**src/rtl/alu_result_demux.sv**
```systemverilog
// alu_result_demux: write-back demultiplexer that steers one ALU result per
// cycle into one of four one-deep holding slots. Each slot holds its data
// until the downstream consumer acks it. The ALU sees backpressure while the
// addressed slot is occupied and not being released, and a saturating
// counter records how many cycles the ALU was stalled.
module alu_result_demux #(
   parameter int WIDTH   = 32,
   parameter int STALL_W = 16
) (
   input  logic                 clk,
   input  logic                 rst,
   input  logic                 in_valid,
   output logic                 in_ready,
   input  logic [WIDTH-1:0]     in_data,
   input  logic [1:0]           in_sel,
   output logic [4*WIDTH-1:0]   out_data,
   output logic [3:0]           out_valid,
   input  logic [3:0]           out_ack,
   output logic [STALL_W-1:0]   stall_cnt
);

   // Combinational control signals
   logic [3:0] rel_s;       // slots released this cycle (ack while full)
   logic       acc_s;       // result accepted this cycle
   logic [3:0] load_s;      // one-hot slot loaded this cycle
   logic       stall_s;     // ALU offers a result that is refused
   logic       stall_max_s; // counter is at its ceiling

   // Release, ready, accept and stall decode; the addressed slot may be
   // refilled in the same cycle it is released (pass-through ready).
   always_comb begin
      rel_s       = out_valid & out_ack;
      in_ready    = ~out_valid[in_sel] | out_ack[in_sel];
      acc_s       = in_valid & in_ready;
      stall_s     = in_valid & ~in_ready;
      stall_max_s = &stall_cnt;
      if (acc_s) begin
         load_s = 4'b0001 << in_sel;
      end else begin
         load_s = 4'b0000;
      end
   end

   // Slot data and occupancy: a load wins over a release of the same slot;
   // a release only clears the flag and leaves the data in place.
   always_ff @(posedge clk) begin
      if (rst) begin
         out_valid <= 4'b0000;
         out_data  <= '0;
      end else begin
         for (int k = 0; k < 4; k++) begin
            if (load_s[k]) begin
               out_data[k*WIDTH +: WIDTH] <= in_data;
               out_valid[k]               <= 1'b1;
            end else if (rel_s[k]) begin
               out_valid[k]               <= 1'b0;
            end else begin
               out_valid[k]               <= out_valid[k];
            end
         end
      end
   end

   // Saturating stall counter; only reset clears it.
   always_ff @(posedge clk) begin
      if (rst) begin
         stall_cnt <= '0;
      end else if (stall_s && !stall_max_s) begin
         stall_cnt <= stall_cnt + {{(STALL_W-1){1'b0}}, 1'b1};
      end else begin
         stall_cnt <= stall_cnt;
      end
   end

endmodule

```
**config.mk**
```make
export PLATFORM = sky130hd
export DESIGN_NAME = alu_result_demux
export DESIGN_NICKNAME = d
export VERILOG_FILES = /design/src/rtl/alu_result_demux.sv
export SDC_FILE = /design/constraint.sdc
export NUM_CORES = 1
export LEC_CHECK = 0
export ABC_AREA = 1
export ABC_CLOCK_PERIOD_IN_PS = 2250
export CAP_MARGIN = 20
export CORE_MARGIN = 2
export CORE_UTILIZATION = 40
export CTS_CLUSTER_SIZE = 10
export DETAILED_ROUTE_END_ITERATION = 10
export PLACE_DENSITY = 0.8
export SLEW_MARGIN = 40
export SYNTH_ARGS = -nofsm -noshare
export SYNTH_HDL_FRONTEND = slang
export SYNTH_SLANG_ARGS = --single-unit
```
**constraint.sdc**
```tcl
create_clock -name clk -period 2.25 [get_ports clk]
set_input_delay 0.3375 -clock clk [delete_from_list [all_inputs] [get_ports clk]]
set_output_delay 0.3375 -clock clk [all_outputs]
set_load 0.005 [all_outputs]
```
==> results.ini <==
[timing]
post-route-min-period_ns=2.184
timing.hold.ws_ns=0.2442
skew_ns=0.006191
slew_viol_final=0
timing.max_slew.rel_slack_pct=63.76
setup_tns_ns=0
fin_crit_share_pct=97.08
number_of_endpoints_failing_setup_at_the_final_stage=0
tightest_slew_ns=0.5403
final_hold_viol_count=0
layout_setup_ws_ns=0.06581
fmax_achieved_ghz=0.4578

[grt]
wire_length_of_the_first_global_routing_pass_mm=30.03
first_global_vias=5864
grt_antenna_before_repair=0
grt_remaining_overflow=0
gr-usage-all-layers_pct=22.80
grt_start_max_net_pins=66

[clock_tree]
clock_tree.root_cell=sky130_fd_sc_hd__clkbuf_16
cts.sinks=148
clock_tree_from_tritoncts=built
clock_tree.htree_level_count=4
clkLatencyLatePin_ns=0.42
cts_inserted_buffers=17
clkTransAtPathRegs_ns=0.06
holdBufCountCts=0
clockBufferDepth=2

[synthesis]
synth_fp_nets=880
count_of_unique_library_cells_instantiated_by_yosys=25
ys_top_cells_by_area=sky130_fd_sc_hd__dfxtp_1 48%, sky130_fd_sc_hd__nand2_1 14%, sky130_fd_sc_hd__nand4_1 10%, sky130_fd_sc_hd__a21oi_1 9.1%, sky130_fd_sc_hd__nor2_1 5.3%
syn_area_per_cell_sq_um=7.388
synthesis.area_sq_mm=0.006191
synth.ff_latch_count=148
post-synth-top-area-cell=sky130_fd_sc_hd__dfxtp_1
synth_largest_type_area_fraction_pct=47.86
netlist_instances=838
synth-warning-count=0
portion_of_the_post_synthesis_area_used_by_sequential_elements_pct=47.86

[layout]
finish.net_count=1057
final_cell_area_sq_mm=0.008972
layout_commonest_cell=sky130_fd_sc_hd__nand2_1
area.growth.synth_to_final_pct=44.93
antenna-diode-count=0
post-route-util_pct=59.24
drive_above_1_share_pct=7.588
layout.cells.most_common_list=227 x sky130_fd_sc_hd__nand2_1, 186 x sky130_fd_sc_hd__clkdlybuf4s50_1, 148 x sky130_fd_sc_hd__dfxtp_1

[pwr]
total_leakage_power_nw=3.466
internal_power_mw=4.761
power.ir.vdd_worst_mv=0.4917
cellPowerDensity_mw_per_mm2=703.9
p_sw_mw=1.555
p_seq_share_pct=43.8
power_frac_comb_pct=11.4
p_clk_share_pct=44.8
switching_share_of_power_pct=24.62

[routing]
wire_length_reported_by_the_detailed_router_mm=19.01
routedWlPerCell_microns=15.63
ant_nets=0
drt_iter0_markers=406
routed_via_density=5.259
route.vias.total=6395
remaining_drc_errors=0
detailed_routing_iterations_pass_1=5

[floorplanning]
rows=45
start_util_pct=40.88
floorplan.core_area_sq_mm=0.01515
die_area_sq_mm=0.01649
die_height_microns=128.4
boundaryPins=190
die_width_microns=128.4

[setup_path]
timing.critical_path.from_type=primary input
crit_path_kind=in -> out
critPathMaxFanout=6
critical_path_required_ns=1.91
worstPathArrival_ns=1.85
crit_top_cell=sky130_fd_sc_hd__clkdlybuf4s50_1
setup.worst_path.end_class=output port
critPathSlowestCell=sky130_fd_sc_hd__clkdlybuf4s50_1
worst_path_cell_chain=clkdlybuf4s50_1 -> buf_4 -> inv_2 -> nand3_1 -> nand2_1 -> nor2_2 -> nand2_4 -> clkdlybuf4s50_1
critical-path-max-stage-delay_ns=0.46

[place]
gp_congestion=0.8524
instance_area_after_placement_sq_mm=0.008364
preCtsSetupSlack_ns=0.005858
count_of_buffers_from_port_buffering=189
post-dp-hpwl_mm=12.41

[flow_run]
drv.max_cap_violation_count=0

[outcome]
outcome=complete, no violations

[hold_path]
hold_path_class=in -> reg

registers in the layout, indices dropped and copies added (netlist names):
register / cells
out_data: 128
stall_cnt: 16
out_valid: 4
worst max-delay path, delay by kind of cell:
family	cells	cell delay (ns)
buf+inv	4	1.14
simple gates	4	0.38
worst paths after layout:
path | start | to | slack (ns) | cells past startpoint
max | in_sel[1] | in_ready | 0.07 | 8
min | rst | out_data[94]$_SDFFE_PP0P_ | 0.24 | 2
max reg2reg | stall_cnt[0]$_SDFFE_PP0P_ | stall_cnt[14]$_SDFFE_PP0P_ | 0.55 | 8
min reg2reg | out_data[94]$_SDFFE_PP0P_ | out_data[94]$_SDFFE_PP0P_ | 0.46 | 2
power by group through the flow:
stage / Sequential (mW) / Combinational (mW) / Clock, mW
3_3_place_gp: 2.82 / 0.708 / 0
6_report: 2.77 / 0.720 / 2.83
4_1_cts: 2.77 / 0.721 / 2.86
3_5_place_dp: 2.82 / 0.717 / 0
2_1_floorplan: 2.83 / 0.303 / 0
5_1_grt: 2.78 / 0.784 / 2.99
logic make-up after synthesis:
kind of cell               after synthesis  share of synthesized area (%)
adders and majority gates                1                         0.2021
DFF                                    148                          47.86
xor gates and xnor gates                 9                          1.273
AOI/OAI and AO/OA                      115                          9.297
and+or+nand+nor                        446                          32.36
buffers and inverters                  119                          9.013
layer usage:
| metal | wire length, microns | global-route usage (%) | vias up |
|---|---|---|---|
| met5 | 0 | 0 | - |
| met4 | 384 | 8.597 | 0 |
| met3 | 1342 | 6.320 | 30 |
| met2 | 9155 | 37.23 | 219 |
| met1 | 8129 | 28.84 | 3012 |
| li1 | - | - | 3134 |
final cells by class:
| cell class | instances | area (sq um) |
|---|---|---|
| clock buffer | 21 | 460.4 |
| clock inverter | 11 | 126.4 |
| fill | 1340 | 6173 |
| inverter | 53 | 198.9 |
| multi-input combinational | 571 | 2695 |
| sequential | 148 | 2963 |
| tap | 188 | 235.2 |
| timing repair buffer | 224 | 2293 |
cells in the mapped netlist (all sizes together):
cell type and number:
o21ai 2, dfxtp 148, clkbuf 34, nand4 101
xor2 3, xnor2 6, nor2 91, a21oi 113
ha 1, nand2 228, clkinv 1, inv 52
nand3 24, nand3b 2, buf 32
repair_timing:
item,CTS,global route
setup buffers,0,2
endpoints found under the setup margin,0,1
resized for setup,0,2
per-stage QoR:
stage / std cells / power (mW)
after floorplan: 838 / 3.128
after global placement: 1182 / 3.529
after detailed placement: 1182 / 3.540
after CTS: 1214 / 6.352
after global routing: 1216 / 6.545
final: 1216 / 6.316
No activity file was read; power rests on OpenSTA's default activity.
